[config.mk]
export PLATFORM = sky130hd
export DESIGN_NAME = ahfp_i2f
export DESIGN_NICKNAME = d
export VERILOG_FILES = /design/src/rtl/ahfp_i2f.sv
export SDC_FILE = /design/constraint.sdc
export NUM_CORES = 1
export LEC_CHECK = 0
export CORE_ASPECT_RATIO = 1.2
export CORE_UTILIZATION = 50
export CTS_CLUSTER_DIAMETER = 120
export CTS_CLUSTER_SIZE = 25
export DETAILED_ROUTE_END_ITERATION = 10
export HOLD_SLACK_MARGIN = 0.08
export PLACE_DENSITY = 0.7
export SYNTH_ARGS = -nofsm -noshare
export SYNTH_HDL_FRONTEND = slang
export SYNTH_SLANG_ARGS = --single-unit
export TNS_END_PERCENT = 1
[constraint.sdc]
create_clock -name clk -period 5.6 [get_ports clk]
set_input_delay 1.12 -clock clk [delete_from_list [all_inputs] [get_ports clk]]
set_output_delay 1.12 -clock clk [all_outputs]
set_load 0.005 [all_outputs]
[src/rtl/ahfp_i2f.sv]
// Pipelined 32-bit integer to IEEE-754 single-precision converter (start/done interface).
// Latency: start sampled at enabled edge N gives done/result after enabled edge N+3; fully pipelined.
// Backpressure: none; clk_en=0 freezes every register, done is a pulse and is never acknowledged.
//
// Ports:
//   clk     rising-edge clock
//   reset   asynchronous active-high reset; discards work in flight
//   clk_en  pipeline enable; low holds every register
//   start   operand valid, sampled when clk_en=1
//   dataa   integer operand (signed or unsigned per SIGNED)
//   done    one-cycle result-valid pulse per start
//   result  IEEE-754 single, holds its value between dones
module ahfp_i2f #(
   parameter logic SIGNED     = 1'b1,  // 1: dataa is two's complement
   parameter logic ROUND_MODE = 1'b0   // 0: round-to-nearest-even, 1: truncate
) (
   input  logic        clk,
   input  logic        reset,
   input  logic        clk_en,
   input  logic        start,
   input  logic [31:0] dataa,
   output logic        done,
   output logic [31:0] result
);

   // Stage 1: sign and magnitude
   logic        v1;
   logic        sign1;
   logic [31:0] mag1;

   // Stage 2: normalised magnitude; norm2[31]=0 only for a zero operand
   logic        v2;
   logic        sign2;
   logic [4:0]  lzc2;
   logic [31:0] norm2;

   // Stage 3: rounded and packed float
   logic        v3;
   logic [31:0] res3;

   // Stage 1 combinational
   logic        sign_d;
   logic [31:0] mag_d;

   always_comb begin
      sign_d = SIGNED & dataa[31];
      // 0x80000000 negates to itself, which is the correct unsigned magnitude
      mag_d  = sign_d ? (~dataa + 32'd1) : dataa;
   end

   // Stage 2 combinational: leading-zero count; the highest set bit wins
   logic [4:0] lzc_d;

   always_comb begin
      lzc_d = 5'd0;
      for (int i = 0; i < 32; i++) begin
         if (mag1[i]) lzc_d = 5'(31 - i);
      end
   end

   // Stage 3 combinational: round and pack
   logic [22:0] frac;
   logic        guard;
   logic        sticky;
   logic        inc;
   logic [23:0] frac_sum;
   logic [7:0]  exp_base;
   logic [7:0]  exp_rnd;
   logic [31:0] packed_d;

   always_comb begin
      frac     = norm2[30:8];
      guard    = norm2[7];
      sticky   = |norm2[6:0];
      inc      = ROUND_MODE ? 1'b0 : (guard & (sticky | frac[0]));
      frac_sum = {1'b0, frac} + {23'd0, inc};
      exp_base = 8'd158 - {3'd0, lzc2};
      // A carry out of the fraction leaves frac_sum[22:0]=0 and bumps the exponent
      exp_rnd  = frac_sum[23] ? (exp_base + 8'd1) : exp_base;
      if (!norm2[31]) packed_d = 32'h0000_0000;  // zero input: always +0
      else            packed_d = {sign2, exp_rnd, frac_sum[22:0]};
   end

   always_ff @(posedge clk or posedge reset) begin
      if (reset) begin
         v1     <= 1'b0;
         sign1  <= 1'b0;
         mag1   <= 32'd0;
         v2     <= 1'b0;
         sign2  <= 1'b0;
         lzc2   <= 5'd0;
         norm2  <= 32'd0;
         v3     <= 1'b0;
         res3   <= 32'd0;
         done   <= 1'b0;
         result <= 32'd0;
      end else if (clk_en) begin
         v1    <= start;
         sign1 <= sign_d;
         mag1  <= mag_d;

         v2    <= v1;
         sign2 <= sign1;
         lzc2  <= lzc_d;
         norm2 <= mag1 << lzc_d;

         v3    <= v2;
         res3  <= packed_d;

         done  <= v3;
         if (v3) result <= res3;
      end
   end

endmodule

Word level (Yosys, flattened, before mapping)
Cells that the tools add are included.
Word-level totals
  bits in registers: 139
  bits of input ports: 36
  word-level logic and storage cells: 56
Cells by class
  add/sub/neg operators: 4
  shift-type cells: 1
  mux-type cells: 35
  bitwise operators: 3
  reductions and logical operators: 2
Operator list (count)
  $mux 5: 32
  $mux 32: 2
  $add 32x1->32 const B: 1
  $not 32->32: 1
  $shl 32x5->32: 1
  $add 23x1->24: 1
  $add 8x1->8 const B: 1
  $mux 8: 1
  $sub 8x5->8 const A: 1
  $reduce_or 7->1: 1
  $reduce_and 2->1: 1
  $and 1x1->1: 1
  $or 1x1->1: 1

Logic depth before layout (Yosys ltp)
Gate-level depths: netlist of the first run.
  depth after elaboration: 33
  mapped depth: 12
  gate-level depth less buffers: 9

Least setup slack after synthesis of the first run
No wires, ideal clock.
  path type: input to register
  start: in dataa[8]
  end: reg mag1[30]
  library setup time: 135 ps
  arrival time: 3000 ps
  required time: 5465 ps
  slack: 2464 ps
  cell stages on the path: 8
  path buffers: 0
  cell sequence: or4_1 nor2_1 nand4_1 or2_2 nand2b_1 o41ai_1 xor2_1 a21oi_1
Between the ends
  longest elaborated chain between the ends: 3
Ends and longest elaborated chain
  from (decl): RTL line 21  | input logic [31:0] dataa,
  $not 32->32: RTL line 48  | mag_d = sign_d ? (~dataa + 32'd1) : dataa;
  $add 32x1->32: RTL line 48
  $mux 32: RTL line 48
  to (signal assigned): RTL line 100  | mag1 <= mag_d;
  to (decl): RTL line 29  | logic [31:0] mag1;
No other way between the ends.
A chain may end at the register's enable or synchronous reset.

Worst setup path after layout of the first run
  start: reg mag1[11]
  end: reg norm2[25]
Between the ends
  longest elaborated chain between the ends: 22
Ends and longest elaborated chain
  $mux 5 (21 in series): RTL line 57  | if (mag1[i]) lzc_d = 5'(31 - i);
  $shl 32x5->32 (*): RTL line 105  | norm2 <= mag1 << lzc_d;
  to (signal assigned): RTL line 105
  to (decl): RTL line 35  | logic [31:0] norm2;
Every way passes the cells marked *; elsewhere a longest branch is shown, timed or not.

==> results.cfg, run 1 <==
[worst_setup_path]
worstPathRequired_ps = 5940
worstSetupPathType = reg2reg
crit_path_end_kind = flop
cp_data_arrival_time_ps = 4050
r2r_setup_slack_ps = 1890
cp_max_fo = 16
rr_startpoint = mag1[11]
crit_path_end = norm2[25]
ff2ff_path_depth = 10
crit_start = mag1[11]
r2r_end = norm2[25]
start_kind = flop

[finish]
layout_common_cells = dfrtp_1 (139), nor2_1 (73), clkdlybuf4s50_1 (67)
final_cells = 1078
nFillCells = 1353
area_growth_pct = 17.9
post-route-cell-area_mm2 = 0.00952
diodes = 0
final_util = 0.606
nNetsFinal = 896
layout_commonest_cell = dfrtp_1
layout-drive-gt1-share = 0.121

[timing]
post-route-period-util = 0.662
setup_tns_ps = 0
period_needed_ps = 3710
worst_slack_ps = 1890
finClkSkew_ps = 8.15
finalSetupViolCount = 0
hold_viol = 0
relSlewSlack = 0.296
worst_slew_pin_slew_ps = 1050
rsz0062_at_grt = false
fmax_ghz = 0.270
maxSlewViolCount = 0

[global_routing]
grt_overflow_total = 0
grt_pass1_wl_um = 31600
grt_max_degree = 75
grtUsageTotal = 0.240
grt_pass1_vias = 6226
antenna_found_initial = 0

[floorplan]
top_level_ports = 69
initial_core_util = 0.514
dieWidth_um = 118
rows = 50
die_area_mm2 = 0.0167
core_area_mm2 = 0.0157
die_h_um = 141

[route]
drt-total-wl_um = 18900
drt_iter0_drc = 328
drc = 0
firstDrtPassIters = 5
post_drt_via_cell_ratio = 5.94
ant_nets = 0
vias = 6408
routedWlPerCell_um = 17.5

[logic_synthesis]
syn-mean-instance-area_um2 = 9.97
synth_fp_nets = 849
synth_flop_cell = dfrtp_1
synth_edf_count = 0
ys_seq_area_frac = 0.431
yosys_warnings = 0
synth_seq_cells = 139
async_flop_share = 1.00
syn-instance-count = 810
ys_types = 67
mappedNetlistArea_mm2 = 0.00808

[clock_tree]
cts.sinks = 139
clk_latency_ps = 430
cts_tree = built
h-tree-depth = 4
cts_setup_buffers = 0
cts_buffer_depth = 2
cts_hold_buffers = 0
post_cts_resized = 0
clock_tree.root_cell = clkbuf_16
clk_pin_slew_worst_paths_ps = 60
numCtsBuffers = 17

[power]
vdd_ir_drop_max_uv = 220
p_per_area_mw_per_mm2 = 381
p_leak_uw = 0.00399

[hold_path]
holdPathStages = 1
worstHoldStart = res3[28]
hp-class = reg2reg

[place]
placed_cells = 1046
dp_slack_ps = 1710
place_hpwl_um = 13800
dpl_cell_area_mm2 = 0.00887
gp_congestion = 0.926
port_buffers = 68

[outcome]
status = finished, final reports clean

[flow_run]
cap_violations = 0
==> cell usage after synthesis (3+ instances only) <==
master,count,area share
dfrtp_1,139,0.43
nor2_1,73,0.034
nand2_1,62,0.029
mux2i_1,54,0.067
a21oi_1,51,0.032
mux2_2,43,0.060
xor2_1,41,0.044
o2bb2ai_1,40,0.043
clkbuf_1,29,0.013
o21ai_0,28,0.017
inv_1,23,0.011
nand3_1,18,0.011
xnor2_1,16,0.017
buf_1,11,0.0051
mux4_2,10,0.028
nand2b_1,10,0.0077
nor3_1,10,0.0062
o31ai_1,10,0.0093
nor4_1,9,0.0070
nand4_1,8,0.0062
or4_1,8,0.0074
a31oi_1,7,0.0054
or3_1,7,0.0054
a21o_1,6,0.0056
buf_2,5,0.0031
o211ai_1,5,0.0046
o21ai_1,5,0.0031
o22ai_1,5,0.0039
o41ai_1,5,0.0054
a211o_1,4,0.0043
a22o_1,4,0.0043
nor2b_1,4,0.0031
or2_2,4,0.0031
a211oi_1,3,0.0028
a221oi_1,3,0.0033
a32o_1,3,0.0037
and2_1,3,0.0023
buf_6,3,0.0042
ha_1,3,0.0046
o21a_1,3,0.0028
==> final cells by class <==
cell class / instances / area [µm²] / area share
sequential: 139 / 3480 / 0.365
tap: 208 / 260 / 0.0273
multi-input combinational: 599 / 4300 / 0.452
inverter: 23 / 88.8 / 0.00933
timing repair buffer: 77 / 743 / 0.0781
clock inverter: 9 / 158 / 0.0166
clock buffer: 23 / 488 / 0.0513
==> worst min path at each step <==
stage                  to  slack [ps]
6_report         res3[28]         480
5_1_grt          res3[14]         500
2_1_floorplan    res3[28]         450
3_5_place_dp   result[30]         470
3_3_place_gp     res3[28]         460
4_1_cts        result[30]         490
==> state kept, by name, indices dropped and copies added, names as in the netlist, 5 cells and up <==
signal	cells
lzc2	5
mag1	32
norm2	32
res3	32
result	32
==> worst max-delay path, cell delays in order (launching register included) <==
cell      delay (ps)
dfrtp_1          460
or3_1            400
a221oi_1         230
o21ai_1          190
a211oi_4         790
buf_4            370
mux2i_1          130
or3_4            390
mux2_2           300
or2_1            210
a31oi_1          160
==> cells by family after synthesis <==
family                     after synthesis  share of synthesized area
AOI/OAI and AO/OA                      203                      0.175
DFF                                    139                      0.431
xor gates and xnor gates                57                     0.0618
muxes                                  107                      0.155
adders and majority gates                3                    0.00465
and+or+nand+nor                        229                      0.135
buffers and inverters                   72                     0.0375
==> metrics by stage <==
| step | hold slack [ps] | total power, µW |
|---|---|---|
| 5_1_grt | 497 | 3820 |
| 2_1_floorplan | 445 | 2010 |
| 6_report | 482 | 3630 |
| 4_1_cts | 486 | 3650 |
| 3_3_place_gp | 461 | 2390 |
| 3_5_place_dp | 472 | 2420 |
==> per-layer routing <==
| metal | GRT usage | part of all wire | up-vias |
|---|---|---|---|
| met4 | 0.101 | 0.024 | 0 |
| met5 | 0 | 0 | - |
| met2 | 0.412 | 0.50 | 172 |
| met1 | 0.294 | 0.44 | 3113 |
| li1 | - | - | 3088 |
| met3 | 0.0494 | 0.039 | 35 |
==> where the power goes <==
| group | internal [µW] | switching, µW |
|---|---|---|
| clock network | 795 | 423 |
| registers | 1240 | 209 |
| logic | 526 | 436 |
Power figures use the tool's default switching activity.
==> run 2, diff against run 1 <==
==> constraint.sdc (replaced) <==
create_clock -name clk -period 3.5 [get_ports clk]
set_input_delay 0.7 -clock clk [delete_from_list [all_inputs] [get_ports clk]]
set_output_delay 0.7 -clock clk [all_outputs]
set_load 0.005 [all_outputs]
==> results.cfg, run 2 (synthesized netlist as in run 1, its figures left out) <==
[worst_setup_path]
worstSetupPathType = reg2reg
start_kind = flop
worstPathRequired_ps = 3800
crit_path_end_kind = flop
cp_max_fo = 9
cp_data_arrival_time_ps = 3490

[power]
vdd_ir_drop_max_uv = 374
p_leak_uw = 0.00410
p_per_area_mw_per_mm2 = 594

[floorplan]
die_h_um = 141
initial_core_util = 0.514
dieWidth_um = 118
die_area_mm2 = 0.0167
top_level_ports = 69
rows = 50
core_area_mm2 = 0.0157

[timing]
hold_viol = 0
fmax_ghz = 0.314
worst_slack_ps = 313
setup_tns_ps = 0
finalSetupViolCount = 0
maxSlewViolCount = 0
post-route-period-util = 0.911
period_needed_ps = 3190
worst_slew_pin_slew_ps = 977
finClkSkew_ps = 13.6
relSlewSlack = 0.347
rsz0062_at_grt = false

[clock_tree]
cts_setup_buffers = 0
clk_pin_slew_worst_paths_ps = 60
h-tree-depth = 4
cts_buffer_depth = 2
clk_latency_ps = 430
cts_tree = built
clock_tree.root_cell = clkbuf_16
cts.sinks = 139
numCtsBuffers = 17
cts_hold_buffers = 0
post_cts_resized = 0

[route]
firstDrtPassIters = 5
routedWlPerCell_um = 17.8
post_drt_via_cell_ratio = 5.94
drt_iter0_drc = 421
drt-total-wl_um = 19700
drc = 0
ant_nets = 0
vias = 6550

[flow_run]
cap_violations = 0

[outcome]
status = finished, final reports clean

[finish]
layout_common_cells = dfrtp_1 (139), nor2_1 (73), clkdlybuf4s50_1 (67)
nFillCells = 1342
multi_input_area_mm2 = 0.00430
ff_latch_area_mm2 = 0.00348
diodes = 0
layout-drive-gt1-share = 0.145
nNetsFinal = 921
layout_commonest_cell = dfrtp_1
area_growth_pct = 20.2

[global_routing]
antenna_found_initial = 0
use_met1 = 0.302
grt_max_degree = 140
use_met3 = 0.0372
grt_overflow_total = 0
grtUsageTotal = 0.253
grt_pass1_vias = 6481
use_met2 = 0.456
grt_pass1_wl_um = 33300
grt_busiest_layer = met2

[place]
gp_congestion = 0.888
dp_slack_ps = 159
place_hpwl_um = 14300
port_buffers = 68

[hold_path]
hp-class = reg2reg
## run 2: per-layer routing
layer,part of all wire,wire length [µm]
met4,0.028,555
met1,0.42,8250
met2,0.52,10200
met3,0.035,698
met5,0,0
## run 2: cell type report
type / count / area share
clock inverters: 8 / 0.0111
clock buffers: 24 / 0.0517
flip-flops and latches: 139 / 0.358
inverters: 23 / 0.00928
well taps: 208 / 0.0268
repair buffers: 102 / 0.0997
multi-input cells: 599 / 0.443
## run 2: critical path, stage by stage, from the launching register on
cell and delay, ps:
dfrtp_1 490, nor4_1 470, o21ai_1 120, o21ai_1 180
and2_1 380, mux4_2 580, mux2i_1 290, or3_1 150
a31oi_1 90, a221o_1 300
## run 2: through the flow
step	std cells	hold slack, ps	utilization	area [µm²]	total power (µW)
after detailed placement	1071	469	0.580	9100	3950
final	1103	477	0.618	9710	5770
after global placement	1071	459	0.580	9100	3890
after CTS	1103	482	0.618	9710	5800
after global routing	1103	497	0.618	9710	6080
after floorplan	810	445	-	8080	3220
## run 2: path summary, 6_finish.rpt
path	cells past startpoint	slack (ps)	to	from
worst max-delay path	9	310	norm2[24]	mag1[20]
worst min-delay path	2	480	result[27]	result[27]
worst max register to register	9	310	norm2[24]	mag1[20]
worst min register to register	2	480	result[27]	result[27]
max in group asynchronous	3	2140	mag1[20]	reset
min in group asynchronous	3	820	res3[23]	reset
## run 2: report_power, final
group | internal, µW | total, µW | leakage (µW) | switching (µW)
Clock | 1150 | 1840 | 0.000297 | 690
Combinational | 890 | 1620 | 0.00214 | 734
Sequential | 1980 | 2310 | 0.00166 | 324
